**config.mk**
```make
export PLATFORM = sky130hd
export DESIGN_NAME = control_unit_risc
export DESIGN_NICKNAME = d
export VERILOG_FILES = /design/src/rtl/control_unit_risc_pkg.sv /design/src/rtl/control_unit_risc.sv
export SDC_FILE = /design/constraint.sdc
export NUM_CORES = 1
export LEC_CHECK = 0
export BUFFER_PORTS_ARGS = -buffer_cell sky130_fd_sc_hd__buf_2
export CELL_PAD_IN_SITES_DETAIL_PLACEMENT = 0
export CELL_PAD_IN_SITES_GLOBAL_PLACEMENT = 1
export CORE_AREA = 5 5 50 52
export CTS_CLUSTER_DIAMETER = 100
export DETAILED_ROUTE_END_ITERATION = 12
export DIE_AREA = 0 0 55 57
export PLACE_DENSITY = 0.88
export RECOVER_POWER = 50
export SYNTH_ARGS = -nofsm -noshare
export SYNTH_HDL_FRONTEND = slang
export SYNTH_SLANG_ARGS = --single-unit
export TNS_END_PERCENT = 100
```
**constraint.sdc**
```tcl
create_clock -name clk -period 2.2 [get_ports clk]
set_input_delay 0.11 -clock clk [delete_from_list [all_inputs] [get_ports clk]]
set_output_delay 0.11 -clock clk [all_outputs]
set_load 0.02 [all_outputs]
```
**src/rtl/control_unit_risc_pkg.sv**
```systemverilog
// Shared definitions for the 8-bit RISC controller: opcodes, bus mux
// encodings, controller state codes and a register-select decode helper.
package control_unit_risc_pkg;

  localparam int word_size  = 8;
  localparam int op_size    = 4;
  localparam int state_size = 4;

  localparam logic [op_size-1:0] op_nop = 4'd0;
  localparam logic [op_size-1:0] op_add = 4'd1;
  localparam logic [op_size-1:0] op_sub = 4'd2;
  localparam logic [op_size-1:0] op_and = 4'd3;
  localparam logic [op_size-1:0] op_not = 4'd4;
  localparam logic [op_size-1:0] op_rd  = 4'd5;
  localparam logic [op_size-1:0] op_wr  = 4'd6;
  localparam logic [op_size-1:0] op_br  = 4'd7;
  localparam logic [op_size-1:0] op_brz = 4'd8;

  // bus_1 source select: register file entries, then the program counter
  localparam logic [2:0] sel1_r0 = 3'd0;
  localparam logic [2:0] sel1_r1 = 3'd1;
  localparam logic [2:0] sel1_r2 = 3'd2;
  localparam logic [2:0] sel1_r3 = 3'd3;
  localparam logic [2:0] sel1_pc = 3'd4;

  localparam logic [1:0] sel2_alu  = 2'd0;
  localparam logic [1:0] sel2_bus1 = 2'd1;
  localparam logic [1:0] sel2_mem  = 2'd2;

  typedef enum logic [state_size-1:0] {
    s_idle = 4'd0,
    s_fet1 = 4'd1,
    s_fet2 = 4'd2,
    s_dec  = 4'd3,
    s_ex1  = 4'd4,
    s_rd1  = 4'd5,
    s_rd2  = 4'd6,
    s_wr1  = 4'd7,
    s_wr2  = 4'd8,
    s_br1  = 4'd9,
    s_br2  = 4'd10,
    s_halt = 4'd11
  } state_t;

  function automatic logic [3:0] reg_onehot(input logic [1:0] r);
    return 4'b0001 << r;
  endfunction

endpackage

```
**src/rtl/control_unit_risc.sv**
```systemverilog
// Multi-cycle fetch/decode/execute sequencer for the 8-bit RISC datapath.
// Outputs decode combinationally from the state register (and IR in decode/execute).
//
// state  | meaning
// s_idle | post-reset, start fetch next
// s_fet1 | PC -> address reg
// s_fet2 | mem -> IR, PC+1
// s_dec  | decode; single-cycle ops complete here
// s_ex1  | ALU op result -> R[dest], Z
// s_rd1  | operand word -> address reg, PC+1
// s_rd2  | mem -> R[dest]
// s_wr1  | operand word -> address reg, PC+1
// s_wr2  | R[src] -> mem
// s_br1  | target address word -> address reg
// s_br2  | mem -> PC
// s_halt | stopped until reset
module control_unit_risc
  import control_unit_risc_pkg::*;
(
  input  logic                 clk,
  input  logic                 rst,
  input  logic [word_size-1:0] instruction,
  input  logic                 zero,
  output logic [op_size-1:0]   alu_sel,
  output logic [2:0]           sel_bus_1,
  output logic [1:0]           sel_bus_2,
  output logic [3:0]           load_reg,
  output logic                 load_pc,
  output logic                 inc_pc,
  output logic                 load_ir,
  output logic                 load_add_r,
  output logic                 load_reg_y,
  output logic                 load_reg_z,
  output logic                 write,
  output logic                 halted
);

  state_t state, state_nxt;

  logic [op_size-1:0] opcode;
  logic [1:0]         src;
  logic [1:0]         dest;

  assign opcode = instruction[7:4];
  assign src    = instruction[3:2];
  assign dest   = instruction[1:0];

  always_ff @(posedge clk or negedge rst) begin
    if (!rst) begin
      state <= s_idle;
    end else begin
      state <= state_nxt;
    end
  end

  always_comb begin
    state_nxt  = state;
    alu_sel    = '0;
    sel_bus_1  = sel1_r0;
    sel_bus_2  = sel2_alu;
    load_reg   = '0;
    load_pc    = 1'b0;
    inc_pc     = 1'b0;
    load_ir    = 1'b0;
    load_add_r = 1'b0;
    load_reg_y = 1'b0;
    load_reg_z = 1'b0;
    write      = 1'b0;
    halted     = 1'b0;

    case (state)
      s_idle: state_nxt = s_fet1;

      s_fet1: begin
        sel_bus_1  = sel1_pc;
        sel_bus_2  = sel2_bus1;
        load_add_r = 1'b1;
        state_nxt  = s_fet2;
      end

      s_fet2: begin
        sel_bus_2 = sel2_mem;
        load_ir   = 1'b1;
        inc_pc    = 1'b1;
        state_nxt = s_dec;
      end

      s_dec: begin
        case (opcode)
          op_nop: state_nxt = s_fet1;

          op_add, op_sub, op_and: begin
            sel_bus_1  = {1'b0, src};
            sel_bus_2  = sel2_bus1;
            load_reg_y = 1'b1;
            state_nxt  = s_ex1;
          end

          op_not: begin
            sel_bus_1  = {1'b0, src};
            alu_sel    = op_not;
            sel_bus_2  = sel2_alu;
            load_reg_z = 1'b1;
            load_reg   = reg_onehot(dest);
            state_nxt  = s_fet1;
          end

          op_rd, op_wr, op_br: begin
            sel_bus_1  = sel1_pc;
            sel_bus_2  = sel2_bus1;
            load_add_r = 1'b1;
            state_nxt  = (opcode == op_rd) ? s_rd1 :
                         (opcode == op_wr) ? s_wr1 : s_br1;
          end

          op_brz: begin
            if (zero) begin
              sel_bus_1  = sel1_pc;
              sel_bus_2  = sel2_bus1;
              load_add_r = 1'b1;
              state_nxt  = s_br1;
            end else begin
              // not taken: step PC over the target address word
              inc_pc    = 1'b1;
              state_nxt = s_fet1;
            end
          end

          default: state_nxt = s_halt;
        endcase
      end

      s_ex1: begin
        // ALU computes data_2 - data_1, so bus_1 carries dest for SUB = dest - src
        sel_bus_1  = {1'b0, dest};
        alu_sel    = opcode;
        sel_bus_2  = sel2_alu;
        load_reg_z = 1'b1;
        load_reg   = reg_onehot(dest);
        state_nxt  = s_fet1;
      end

      s_rd1: begin
        sel_bus_2  = sel2_mem;
        load_add_r = 1'b1;
        inc_pc     = 1'b1;
        state_nxt  = s_rd2;
      end

      s_rd2: begin
        sel_bus_2 = sel2_mem;
        load_reg  = reg_onehot(dest);
        state_nxt = s_fet1;
      end

      s_wr1: begin
        sel_bus_2  = sel2_mem;
        load_add_r = 1'b1;
        inc_pc     = 1'b1;
        state_nxt  = s_wr2;
      end

      s_wr2: begin
        sel_bus_1 = {1'b0, src};
        write     = 1'b1;
        state_nxt = s_fet1;
      end

      s_br1: begin
        sel_bus_2  = sel2_mem;
        load_add_r = 1'b1;
        state_nxt  = s_br2;
      end

      s_br2: begin
        sel_bus_2 = sel2_mem;
        load_pc   = 1'b1;
        state_nxt = s_fet1;
      end

      s_halt: begin
        halted    = 1'b1;
        state_nxt = s_halt;
      end

      default: state_nxt = s_halt;
    endcase
  end

endmodule
```
==> run_results.csv <==
group,metric,value,unit
clock_network,clkSinkCount,4,
place,io_buffers,31,
global_routing,antenna_found_initial,0,
setup_path,cp-startpoint,"state[1]$_DFF_PN0_",
yosys,syn_avg_cell_area,7.23,um^2
place,dpl_worst_slack,438,ps
timing,setup_violations,0,
clock_network,cts.htree.levels,1,
setup_path,r2r-end,"state[2]$_DFF_PN0_",
clock_network,root_buffer,"clkbuf_4",
global_routing,grt_pass1_wl,2620,um
yosys,synth_area_leader_cell,"dfrtp_1",
yosys,synth-compound-area-share,0.340,
min_path,min_path_type,"primary input to asynchronous set/reset pin",
timing,skew,7.13,ps
clock_network,clk_pin_slew_worst_paths,40,ps
yosys,synthMuxAreaShare,0.0173,
run_status,status,"completed",
pwr,power,0.206,mW
global_routing,grt_max_degree,16,
yosys,netlist.area_leader.share,0.173,
clock_network,insertion_delay,240,ps
yosys,ys_seq_elements,4,
floorplanning,start_util,0.280,
clock_network,cts_tree,"yes",
setup_path,path_max_fanout,13,
pwr,p_per_area,272,nW/um^2
timing,period_share,0.929,
timing,fin_crit,2040,ps
clock_network,cts_buffers,3,
yosys,synth_common_cells,"nor2_1 (12), a21oi_1 (7)",
timing,worst_pin_slew,483,ps
setup_path,end_kind,"output pin",
yosys,synth_xor_area_frac,0.0152,
floorplanning,dieWidth,55,um
layout,largest_reg_flops,4,
yosys,synth_top_family_by_area,"simple AND/OR/NAND/NOR gates",
yosys,syn-num-nets,91,
layout,reg.largest.list,"state (4)",
yosys,synth_area_leaders,"dfrtp_1 (17%), nor2_1 (7.8%), a21oi_1 (6.1%)",
clock_network,cts_resized,0,
layout,antenna_cells,0,
floorplanning,ios,32,
global_routing,gr-total-overflow,0,
setup_path,reg2reg_depth,3,
clock_network,post-cts-setup-buffers,0,
floorplanning,dieArea,3140,um^2
timing,max_slew_margin,0.675,
pwr,p_leak,0.351,nW
route,ant_nets,0,
yosys,synth_cells,80,
route,firstDrtPassIters,4,
setup_path,path_class,"flip-flop to output pin",
yosys,seq_area_frac_synth,0.173,
yosys,synthAdderAreaFrac,0,
setup_path,endpoint,"load_reg[2]",
timing,rsz0062_at_grt,"no",
route,wire_per_inst,12.2,um
setup_path,startpoint_type,"flip-flop",
route,vias_per_cell,4.92,
yosys,synthSimpleGateAreaFrac,0.379,
yosys,ys_warn_count,0,
layout,drive_gt1_frac,0.312,
setup_path,arrival,1930,ps
global_routing,grtUsageTotal,0.110,
layout,fin_nets,122,
route,drt_iter0_drc,6,
timing,maxSlewViolCount,0,
pwr,ir_drop,0.179,mV
yosys,synth-edff-count,0,
yosys,synth_most_common_cell,"nor2_1",
place,place_congestion,0.784,
timing,final.setup.tns,0,ps
floorplanning,placeableCoreArea,2060,um^2
setup_path,r2r_slack,920,ps
route,vias,674,
route,drt_wl_total,1670,um
timing,setup_ws,157,ps
global_routing,first_global_vias,621,
setup_path,rr_startpoint,"state[2]$_DFF_PN0_",
clock_network,holdBufCountCts,1,
yosys,synth.cell_area,578,um^2
route,drc_errors,0,
timing,max_freq,489,MHz
layout,area_growth,31.2,%
flow_run,drv_cap,0,
place,dp_hpwl,1300,um
yosys,ys_async_sr_fraction,1.00,
clock_network,cts.path.max_buffers,2,
floorplanning,num_rows,17,
floorplanning,die_h,57,um
yosys,synth_cell_types,37,
layout,top_register,"state",
timing,finalHoldViolCount,0,
yosys,synthFlopType,"dfrtp_1",
setup_path,required,2090,ps
-- per-stage QoR --
step	instance area, um^2	hold WS (ps)	util	instances
2_1_floorplan	578	-186	-	80
6_report	758	229	0.367	137
4_1_cts	768	205	0.372	137
5_1_grt	758	252	0.367	137
3_5_place_dp	736	-83.5	0.357	133
3_3_place_gp	736	-85.6	0.357	133
-- cell families after synthesis --
family                 after synthesis
AND/OR/NAND/NOR                     38
AO/OA/AOI/OAI                       27
buffers and inverters                9
flip-flops                           4
XOR/XNOR                             1
multiplexers                         1
-- cell usage in the layout (no fill, tap or decap), types with 2 or more instances in the layout --
master    count
buf_2        24
nor2_1       12
a21oi_1       7
clkbuf_1      7
and2_1        4
nand2_1       4
nand2b_1      4
nor3_1        4
dfrtp_1       4
inv_1         3
nor3b_1       3
o21ai_0       3
clkbuf_4      3
or3b_1        2
a22o_1        2
a211oi_1      2
-- critical path, cell delays in order, from the launching register on --
cell	delay, ps
dfrtp_1	600
nand2_1	230
o41ai_2	440
nor3b_1	230
buf_2	190
-- worst min-delay path by stage --
| stage | slack, ps | from | cells after the start | to |
|---|---|---|---|---|
| after global routing | 250 | rst | 2 | state[0]$_DFF_PN0_ |
| after CTS | 210 | rst | 2 | state[1]$_DFF_PN0_ |
| after floorplan | -190 | rst | 0 | state[0]$_DFF_PN0_ |
| final | 230 | rst | 2 | state[0]$_DFF_PN0_ |
| after detailed placement | -80 | rst | 1 | state[1]$_DFF_PN0_ |
| after global placement | -90 | rst | 1 | state[1]$_DFF_PN0_ |
-- cell type report --
| type | count | area, um^2 |
|---|---|---|
| clock buffers | 3 | 22.5 |
| fillers | 232 | 1310 |
| inverters | 3 | 11.3 |
| multi-input cells | 67 | 433 |
| flip-flops and latches | 4 | 100 |
| well taps | 28 | 35.0 |
| repair buffers | 32 | 156 |
-- routing by layer --
layer	global-route usage	up-vias	part of all wire
li1	-	348	-
met1	0.139	294	0.44
met2	0.172	30	0.44
met3	0.0313	2	0.11
met4	0.0417	0	0.010
met5	0	-	0
-- power by group --
group	total [mW]	internal, mW	switching [mW]
sequential	0.0740	0.0740	0
clock	0.0906	0.0610	0.0297
combinational	0.0418	0.0181	0.0237
total	0.206	0.153	0.0534
No activity file was read; power rests on OpenSTA's default activity.
